==> config.mk <==
export PLATFORM = sky130hd
export DESIGN_NAME = logic_unit_pipe_flat
export DESIGN_NICKNAME = d
export VERILOG_FILES = /design/src/rtl/logic_unit_pipe_if.sv /design/src/rtl/logic_unit_pipe.sv /design/src/flat_wrapper.sv
export SDC_FILE = /design/constraint.sdc
export NUM_CORES = 1
export LEC_CHECK = 0
export BUFFER_PORTS_ARGS = -buffer_cell sky130_fd_sc_hd__buf_4
export CORE_UTILIZATION = 30
export CTS_CLUSTER_SIZE = 28
export DETAILED_ROUTE_END_ITERATION = 7
export PLACE_DENSITY_LB_ADDON = 0.08
export SLEW_MARGIN = 20
export SYNTH_ARGS = -nofsm -noshare
export SYNTH_HDL_FRONTEND = slang
export SYNTH_SLANG_ARGS = --single-unit
==> constraint.sdc <==
create_clock -name clk -period 2.8 [get_ports clk]
set_clock_uncertainty 0.2 [all_clocks]
set_input_delay 0.84 -clock clk [delete_from_list [all_inputs] [get_ports clk]]
set_output_delay 0.84 -clock clk [all_outputs]
set_load 0.05 [all_outputs]
==> src/rtl/logic_unit_pipe_if.sv <==
// Operand/result handshake bundle for logic_unit_pipe.
// The zero flag exists only when LOGIC_ZERO_FLAG_EN is defined.
interface logic_unit_pipe_if #(
  parameter int unsigned WIDTH = 32
);
  logic             in_valid;
  logic             in_ready;
  logic [2:0]       op;
  logic [WIDTH-1:0] a;
  logic [WIDTH-1:0] b;
  logic             out_valid;
  logic             out_ready;
  logic [WIDTH-1:0] c;
`ifdef LOGIC_ZERO_FLAG_EN
  logic             zero;

  modport master (
    output in_valid, op, a, b, out_ready,
    input  in_ready, out_valid, c, zero
  );

  modport slave (
    input  in_valid, op, a, b, out_ready,
    output in_ready, out_valid, c, zero
  );
`else
  modport master (
    output in_valid, op, a, b, out_ready,
    input  in_ready, out_valid, c
  );

  modport slave (
    input  in_valid, op, a, b, out_ready,
    output in_ready, out_valid, c
  );
`endif
endinterface

==> src/rtl/logic_unit_pipe.sv <==
// Pipelined 8-op bitwise logic unit: output register plus 1-entry skid buffer.
// Optional registered zero flag enabled by defining LOGIC_ZERO_FLAG_EN.
module logic_unit_pipe #(
  parameter int unsigned WIDTH = 32
) (
  input  logic               clk,
  input  logic               rst,
  logic_unit_pipe_if.slave   bus
);

  logic             r_out_valid;
  logic [WIDTH-1:0] r_c;
  logic             r_skid_valid;
  logic [WIDTH-1:0] r_skid_c;

  logic             w_accept;
  logic             w_out_free;
  logic             w_out_from_skid;
  logic             w_out_from_in;
  logic             w_load_skid;
  logic [WIDTH-1:0] w_result;

  always_comb begin
    w_result = '0;
    case (bus.op)
      3'b000:  w_result = bus.a & bus.b;
      3'b001:  w_result = bus.a | bus.b;
      3'b010:  w_result = bus.a ^ bus.b;
      3'b011:  w_result = ~(bus.a | bus.b);
      3'b100:  w_result = bus.a & ~bus.b;
      3'b101:  w_result = bus.a;
      3'b110:  w_result = ~bus.a;
      default: w_result = '0;
    endcase
  end

  // Ready depends only on skid occupancy, so out_ready never reaches in_ready.
  assign bus.in_ready    = ~r_skid_valid;
  assign w_accept        = bus.in_valid & ~r_skid_valid;
  assign w_out_free      = ~r_out_valid | bus.out_ready;
  assign w_out_from_skid = w_out_free & r_skid_valid;
  assign w_out_from_in   = w_out_free & ~r_skid_valid & w_accept;
  assign w_load_skid     = ~w_out_free & w_accept;

  always_ff @(posedge clk or posedge rst) begin
    if (rst) begin
      r_out_valid  <= 1'b0;
      r_c          <= '0;
      r_skid_valid <= 1'b0;
      r_skid_c     <= '0;
    end else begin
      if (w_out_free) begin
        r_out_valid <= w_out_from_skid | w_out_from_in;
      end
      if (w_out_from_skid) begin
        r_c          <= r_skid_c;
        r_skid_valid <= 1'b0;
      end else if (w_out_from_in) begin
        r_c <= w_result;
      end
      if (w_load_skid) begin
        r_skid_c     <= w_result;
        r_skid_valid <= 1'b1;
      end
    end
  end

  assign bus.out_valid = r_out_valid;
  assign bus.c         = r_c;

`ifdef LOGIC_ZERO_FLAG_EN
  logic r_zero;
  logic r_skid_zero;
  logic w_zero;

  assign w_zero = (w_result == '0);

  // Zero flag travels with its result through the same out/skid path.
  always_ff @(posedge clk or posedge rst) begin
    if (rst) begin
      r_zero      <= 1'b1;
      r_skid_zero <= 1'b1;
    end else begin
      if (w_out_from_skid) begin
        r_zero <= r_skid_zero;
      end else if (w_out_from_in) begin
        r_zero <= w_zero;
      end
      if (w_load_skid) begin
        r_skid_zero <= w_zero;
      end
    end
  end

  assign bus.zero = r_zero;
`endif

endmodule

==> src/flat_wrapper.sv <==
// flat-port wrapper written by rule: the top's interface ports become plain ports
module logic_unit_pipe_flat 
#(
  parameter int unsigned WIDTH = 32
)
  (clk, rst, bus_in_valid, bus_op, bus_a, bus_b, bus_out_ready, bus_in_ready, bus_out_valid, bus_c);
  logic_unit_pipe_if #(.WIDTH(WIDTH)) bus_i ();
  input  logic clk;
  input  logic rst;
  input wire logic [$bits(bus_i.in_valid)-1:0] bus_in_valid;
  input wire logic [$bits(bus_i.op)-1:0] bus_op;
  input wire logic [$bits(bus_i.a)-1:0] bus_a;
  input wire logic [$bits(bus_i.b)-1:0] bus_b;
  input wire logic [$bits(bus_i.out_ready)-1:0] bus_out_ready;
  output wire logic [$bits(bus_i.in_ready)-1:0] bus_in_ready;
  output wire logic [$bits(bus_i.out_valid)-1:0] bus_out_valid;
  output wire logic [$bits(bus_i.c)-1:0] bus_c;
  assign bus_i.in_valid = bus_in_valid;
  assign bus_i.op = bus_op;
  assign bus_i.a = bus_a;
  assign bus_i.b = bus_b;
  assign bus_i.out_ready = bus_out_ready;
  assign bus_in_ready = bus_i.in_ready;
  assign bus_out_valid = bus_i.out_valid;
  assign bus_c = bus_i.c;
  logic_unit_pipe #(.WIDTH(WIDTH)) u_core (.clk(clk), .rst(rst), .bus(bus_i));
endmodule
### Word-level counts from Yosys, hierarchy flattened

Cells that the tools add are included.

* $add $sub $neg: 0
* multipliers: 0
* divide/modulo/power cells: 0
* magnitude comparators: 0
* eq/ne operators: 6
* shift operators: 0
* muxes and demuxes: 5
* bitwise logic cells: 17
* reductions and logical operators: 3

Operator list (count)
* one-hot mux 32 bit (7 select lines): 1
* inverter 32 bit: 3
* bitwise AND 32 bit: 2
* 2-to-1 mux 32 bit: 2
* OR 32 bit: 1
* bitwise XOR 32 bit: 1
* == test 3 bit, second input constant: 3
* == test 3 x 2 -> 1 bit, second input constant: 2
* bitwise AND 1 bit: 5
* nonzero test 2 bit: 2
* == test 3 x 1 -> 1 bit, second input constant: 1
* logical NOT 3 bit: 1
* inverter 1 bit: 3
* 2-to-1 mux 1 bit: 2
* OR 1 bit: 2

* flip-flop bits (word level): 66
* latch bits: 0
* memory bits (writable): 0
* bits in read-only memories: 0
* bits of input ports: 71
* output and inout port bits: 34
* word-level logic and storage cells: 35
* memories kept: 0

### Logic depth before layout (Yosys ltp)

Gate-level depths: netlist of the first run.

* depth after elaboration: 6
* depth in mapped cells: 7
* gate-level depth less buffers: 6

### Least setup slack after synthesis of the first run

Ideal clock, no wire load.

* path type: input port to flip-flop
* start: input bus_b[15]
* end: register u_core.r_skid_c[15]
* setup time: 0.132 ns
* data arrival time: 1.824 ns
* required time: 2.468 ns
* setup slack: 0.644 ns
* cell stages on the path: 6
* path buffers: 0
* cell sequence: inv_1 ha_1 mux2_2 a22oi_1 o221a_2 a21oi_1

* cells in the longest elaborated chain, start to end: 3
* elaborated cells between the ends (all ways): 7
* those cells by class: mux: 1; bitwise: 6

RTL lines
* from (decl): line flat_wrapper.sv:13 `input wire logic [$bits(bus_i.b)-1:0] bus_b;`
* inverter 32 bit / OR 32 bit (equally long branches): line logic_unit_pipe.sv:30, logic_unit_pipe.sv:27, logic_unit_pipe.sv:29
* bitwise AND 32 bit / inverter 32 bit (equally long branches): line logic_unit_pipe.sv:30, logic_unit_pipe.sv:29
* one-hot mux 32 bit (7 select lines) *: line logic_unit_pipe.sv:25 `case (bus.op)`
* to (signal assigned): line logic_unit_pipe.sv:62 `r_skid_c <= w_result;`
* to (decl): line logic_unit_pipe.sv:14 `logic [WIDTH-1:0] r_skid_c;`

Every way passes the cells marked *; elsewhere a longest branch is shown, timed or not.
A chain may end at the register's enable or synchronous reset.

### Worst setup path in the final report of the first run

* start: input bus_op[0]
* end: register u_core.r_c[24], in the netlist u_core.bus.c[24]

* cells in the longest elaborated chain, start to end: 4
* elaborated cells between the ends (all ways): 10
* those cells by class: eq/ne: 6; mux: 3; reduce/logical: 1

RTL lines
* from (decl): line flat_wrapper.sv:11 `input wire logic [$bits(bus_i.op)-1:0] bus_op;`
* == test 3 bit (tied with other cells): line logic_unit_pipe.sv:25
* one-hot mux 32 bit (7 select lines) *: line logic_unit_pipe.sv:25
* 2-to-1 mux 32 bit *: line logic_unit_pipe.sv:58 `end else if (w_out_from_in) begin`
* 2-to-1 mux 32 bit *: line logic_unit_pipe.sv:55 `if (w_out_from_skid) begin`
* to (signal assigned): line logic_unit_pipe.sv:56 `r_c <= r_skid_c;`
* to (signal assigned): line logic_unit_pipe.sv:59 `r_c <= w_result;`
* to (decl): line logic_unit_pipe.sv:12 `logic [WIDTH-1:0] r_c;`

Every way passes the cells marked *; elsewhere a longest branch is shown, timed or not. The select of a mux whose other input is x is not followed.

==> results of run 1 <==
## registers in the layout, summed over array words and instances, names as in the netlist
name	flops
u_core.r_skid_valid	1
u_core.bus.c	32
u_core.bus.out_valid	1
u_core.r_skid_c	32
## final cells by class
class                      count  area (sq um)
tap                          234         292.8
clock inverter                 5         53.80
clock buffer                  11         242.7
fill                        1894         11780
multi-input combinational    424          3502
sequential                    66          1652
timing repair buffer         120          1001
inverter                      66         247.7
## stage by stage
step | total power, mW | area [sq um]
floorplan | 2.399 | 5749
global placement | 2.854 | 6695
detailed placement | 2.896 | 6695
CTS | 4.040 | 6992
global route | 4.227 | 6992
finish | 3.984 | 6992
## worst paths after layout
check	end	cells past startpoint	startpoint	slack (ps)
worst max-delay path	u_core.bus.c[24]	6	bus_op[0]	610
worst min-delay path	u_core.bus.c[16]	2	u_core.r_skid_c[16]	310
worst max register to register	u_core.bus.c[4]	5	u_core.bus.out_valid	1170
worst min register to register	u_core.bus.c[16]	2	u_core.r_skid_c[16]	310
max in group asynchronous	u_core.bus.c[5]	3	rst	1720
min in group asynchronous	u_core.r_skid_c[20]	3	rst	380
## logic make-up after synthesis
logic type      count (synthesis)
flops                          66
compound gates                225
buf+inv                       124
simple gates                  135
fa+ha+maj                      32
mux                            32
## report_power, final
group | switching [mW] | internal [mW]
registers | 0.145 | 1.18
logic | 0.945 | 0.596
clock network | 0.407 | 0.710
total | 1.50 | 2.49
## critical path: stages
cell     delay (ps)
buf_4           270
buf_4           270
mux2_2          350
a21oi_1         150
o221a_2         230
o21ai_1          60
## synthesized netlist by cell type (2+ instances only)
master / n / area [sq um]
ha_1: 32 / 400.4
mux2_2: 28 / 315.3
nand3b_1: 31 / 232.7
inv_1: 66 / 247.7
nand4bb_1: 31 / 349.1
clkbuf_1: 23 / 86.33
o221a_2: 32 / 360.4
buf_2: 15 / 75.07
buf_8: 2 / 30.03
buf_4: 7 / 52.55
o21ai_1: 29 / 145.1
nor3b_2: 25 / 312.8
a21o_1: 31 / 232.7
buf_6: 10 / 112.6
o21ai_0: 31 / 155.2
o21ai_2: 4 / 35.03
a21oi_1: 38 / 190.2
nor2_1: 35 / 131.4
dfrtp_1: 66 / 1652
nor3b_1: 7 / 52.55
a22oi_1: 33 / 247.7
a21oi_2: 25 / 219.0
mux2_1: 4 / 45.04
## routing by layer
layer	part of all wire, %	wire length, microns	vias to the layer above
met5	0	0	-
met3	5.0	807	12
met2	46	7441	105
met4	1.1	179	0
met1	48	7792	2402
li1	-	-	2407
==> results.json, run 1 <==
{
  "hp-class": "flop to flop",
  "cts_tree": "built",
  "crit_required_ps": 2800,
  "antenna_found_initial": 0,
  "cts_htree_levels": 3,
  "final_cells": 926,
  "cts-resized-gates": 0,
  "yosysUniqueCellTypes": 32,
  "drtPass1Iterations": 4,
  "synth_fa_ha_area_share_pct": 6.964,
  "yosysWarningCount": 0,
  "post_cts.repair.setup_buffers": 0,
  "fin_ws_ps": 609.3,
  "slew_viol_final": 0,
  "drc": 0,
  "boundaryPins": 105,
  "die_h_microns": 140.4,
  "muxShareOfSynthArea_pct": 6.268,
  "synth_xor_area_share_pct": 0,
  "clockRootBuffer": "clkbuf_16",
  "p_leak_nw": 3.013,
  "ys_seq_area_share_pct": 28.73,
  "fin_tns_setup_ps": 0,
  "grt_pass1_vias": 5040,
  "grt_pass1_wl_mm": 26.70,
  "gp_congestion": 0.7600,
  "cts_buffers": 9,
  "synth-async-reset-ratio_pct": 100.0,
  "pwr_density_cell_nw_per_um2": 569.8,
  "met3_usage_pct": 3.282,
  "min_period_ps": 2191,
  "finalSetupViolCount": 0,
  "drv_cap": 0,
  "dominantRegCellSynth": "dfrtp_1",
  "synth_edf_count": 0,
  "crit_fanout": 24,
  "core_area_sq_um": 18770,
  "relSlewSlack_pct": 63.92,
  "hold_buffers": 0,
  "final_hold_viol_count": 0,
  "busiest_layer": "met2",
  "insertedDiodeCount": 0,
  "grt_max_degree": 67,
  "worstSetupPathType": "input port to flop",
  "vias_per_cell": 5.320,
  "grtUsageMet2_pct": 28.45,
  "syn_to_final_growth_pct": 21.61,
  "fin_crit_sh_pct": 78.24,
  "final_net_count": 790,
  "grt_usage_pct": 17.17,
  "dpl_worst_slack_ps": 255.5,
  "synth_cells": 614,
  "synth_top_family_by_area": "compound AO/OA/AOI/OAI gates",
  "synth_compound_area_share_pct": 27.81,
  "worstSkewPairLatency_ps": 330,
  "wl_mm": 16.22,
  "grt_use_met1_pct": 22.78,
  "port_buffers": 104,
  "initial_core_util_pct": 30.63,
  "hpwl_mm": 11.22,
  "crit_arrival_ps": 2190,
  "rows": 50,
  "yosys_register_bits": 66,
  "hold-worst-slack_ps": 312.7,
  "cts_buffer_depth": 2,
  "tightest_slew_ps": 541.2,
  "placedCellCount": 910,
  "cts.sinks": 66,
  "vdd_drop_max_uv": 228.5,
  "drive_gt1_share_pct": 36.99,
  "final_core_util_pct": 37.25,
  "crit_path_end_kind": "flop",
  "syn_area_per_cell_sq_um": 9.364,
  "max_freq_ghz": 0.4565,
  "grt-ovfl-total": 0,
  "synth_fp_nets": 717,
  "synthSimpleGateAreaFrac_pct": 19.63,
  "synthesis.area_sq_um": 5749,
  "clk_pin_slew_worst_paths_ps": 50,
  "routedWlPerCell_microns": 17.52,
  "vias": 4926,
  "mostFrequentLayoutCells": "buf_4 (112), dfrtp_1 (66), inv_1 (65), a21oi_1 (38), nor2_1 (35)",
  "mostFrequentLayoutCell": "buf_4",
  "drt_iter0_drc": 223,
  "start_kind": "input port",
  "status": "finished, final reports clean",
  "drtAntennaViolNets": 0,
  "die_area_sq_um": 19720,
  "rsz0062_at_grt": "false",
  "fp.dieW_microns": 140.4
}
Note: power is estimated with default switching activity, not from simulation.
==> run 2: changes to the inputs <==
--- a/config.mk
+++ b/config.mk
@@ -5,6 +5,7 @@
 export SDC_FILE = /design/constraint.sdc
 export NUM_CORES = 1
 export LEC_CHECK = 0
+export ABC_AREA = 1
 export BUFFER_PORTS_ARGS = -buffer_cell sky130_fd_sc_hd__buf_4
 export CORE_UTILIZATION = 30
 export CTS_CLUSTER_SIZE = 28
==> constraint.sdc (replaced) <==
create_clock -name clk -period 1.88 [get_ports clk]
set_clock_uncertainty 0.2 [all_clocks]
set_input_delay 0.564 -clock clk [delete_from_list [all_inputs] [get_ports clk]]
set_output_delay 0.564 -clock clk [all_outputs]
set_load 0.05 [all_outputs]
==> results.json, run 2 <==
{
  "cts.sinks": 66,
  "grt_usage_pct": 19.19,
  "final_core_util_pct": 38.90,
  "insertedDiodeCount": 0,
  "dominantRegCellSynth": "dfrtp_1",
  "drtAntennaViolNets": 0,
  "crit_path_end_kind": "primary output",
  "hpwl_mm": 12.81,
  "synth_cells": 914,
  "p_leak_nw": 4.089,
  "worstSkewPairLatency_ps": 340,
  "max_freq_ghz": 0.5622,
  "tightest_slew_ps": 399.9,
  "worstSetupPathType": "flop to primary output",
  "vias_per_cell": 4.851,
  "synth_edf_count": 0,
  "synth_area_leaders": "dfrtp_1 (29%), nand2_1 (18%), nand4_1 (11%), nor2_1 (7.2%), ha_1 (7.0%)",
  "drtPass1Iterations": 5,
  "fin_crit_sh_pct": 94.62,
  "final_cells": 1241,
  "crit_fanout": 3,
  "drc": 0,
  "synthesis.area_sq_um": 5751,
  "cts_tree": "built",
  "synth_top_cell_by_area": "dfrtp_1",
  "cts_htree_levels": 3,
  "placedCellCount": 1224,
  "clk_pin_slew_worst_paths_ps": 60,
  "start_kind": "flop",
  "hp-class": "input port to async pin",
  "crit_arrival_ps": 1010,
  "gp_congestion": 0.7562,
  "boundaryPins": 105,
  "mostFrequentLayoutCells": "nand2_1 (277), buf_4 (128), nor2_1 (110), inv_1 (105), nand4_1 (98)",
  "finalSetupViolCount": 0,
  "synth_most_common_cell": "nand2_1",
  "status": "finished, final reports clean",
  "rsz0062_at_grt": "false",
  "initial_core_util_pct": 30.64,
  "pwr_density_cell_nw_per_um2": 845.0,
  "ys_seq_area_share_pct": 28.72,
  "core_area_sq_um": 18770,
  "yosys_register_bits": 66,
  "die_h_microns": 140.5,
  "grt_pass1_vias": 5691,
  "drive_gt1_share_pct": 17.28,
  "synth_common_cells": "nand2_1 (278), nor2_1 (111), inv_1 (106)",
  "port_buffers": 104,
  "cts_buffers": 9,
  "die_area_sq_um": 19730,
  "wl_mm": 18.21,
  "totalPowerFinal_mw": 6.169,
  "yosysWarningCount": 0,
  "drv_cap": 0,
  "slew_viol_final": 0,
  "vdd_drop_max_uv": 439.3,
  "grt-ovfl-total": 0,
  "antenna_found_initial": 0,
  "final_net_count": 1105,
  "hold-worst-slack_ps": 8.653,
  "grt_pass1_wl_mm": 29.93,
  "yosysUniqueCellTypes": 19,
  "grt_max_degree": 58,
  "crit_required_ps": 1120,
  "syn_area_per_cell_sq_um": 6.292,
  "fp.dieW_microns": 140.5,
  "synth_top_area_share_pct": 28.72,
  "synth-async-reset-ratio_pct": 100.0,
  "vias": 6020,
  "clockRootBuffer": "clkbuf_16",
  "drt_iter0_drc": 507,
  "min_period_ps": 1779,
  "routedWlPerCell_microns": 14.67,
  "relSlewSlack_pct": 73.24,
  "rows": 50,
  "mostFrequentLayoutCell": "nand2_1",
  "cts_buffer_depth": 2,
  "syn_to_final_growth_pct": 26.96,
  "synth_fp_nets": 1017,
  "final_hold_viol_count": 0
}
run 2: final cells by class:
cell class                      instances  area, sq um
Tap cell                              234        292.8
Fill cell                            2019        11470
Multi-Input combinational cell        668         3291
Timing Repair Buffer                  148         1353
Clock inverter                          7        68.82
Clock buffer                            9        225.2
Inverter                              109        417.9
Sequential cell                        66         1653
run 2: what timing repair did:
action	4_1_cts	5_1_grt
endpoints found under the setup margin	1	1
endpoints found under the hold margin	0	0
hold buffers	0	0
gates resized for setup	3	0
buffers inserted	0	1
run 2: cell families (layout without fill, tap and decap cells):
kind of cell | after synthesis | count (layout) | share of synthesized area [%]
compound gates | 72 | 72 | 6.832
buf+inv | 180 | 273 | 14.43
simple gates | 564 | 564 | 43.06
fa+ha+maj | 32 | 32 | 6.963
flops | 66 | 66 | 28.72
run 2: stage by stage:
step | worst slack [ps] | instance area [sq um] | setup TNS (ps)
floorplan | 86.83 | 5756 | 0
global placement | -30.67 | 6992 | -327.1
detailed placement | -52.26 | 6992 | -651.0
CTS | 3.918 | 7293 | 0
global route | 75.63 | 7301 | 0
finish | 101.2 | 7301 | 0
run 2: path summary, 6_finish.rpt:
kind                                     start             endpoint  slack [ps]  cells past startpoint
min in group clk               u_core.bus.c[6]      u_core.bus.c[6]         280                      2
max reg2reg                u_core.r_skid_valid      u_core.bus.c[7]         220                      6
max                        u_core.r_skid_valid         bus_in_ready         100                      2
min reg2reg                    u_core.bus.c[6]      u_core.bus.c[6]         280                      2
min                                        rst      u_core.bus.c[1]           9                      2
max in group asynchronous                  rst  u_core.r_skid_c[19]         990                      3
run 2: routing by layer:
metal	up-vias	GRT usage (%)	wire, microns
met2	124	31.34	8393
met3	14	2.838	771
met5	-	0	0
li1	3166	-	-
met4	0	6.064	262
met1	2716	26.00	8781
run 2: where the power goes:
part,total [mW],internal (mW),switching [mW]
combinational,2.43,0.853,1.57
clock,1.74,1.02,0.715
sequential,2.00,1.80,0.203
run 2: critical path, stage by stage (launching register included):
cell	delay [ps]
dfrtp_2	420
inv_4	90
buf_6	160
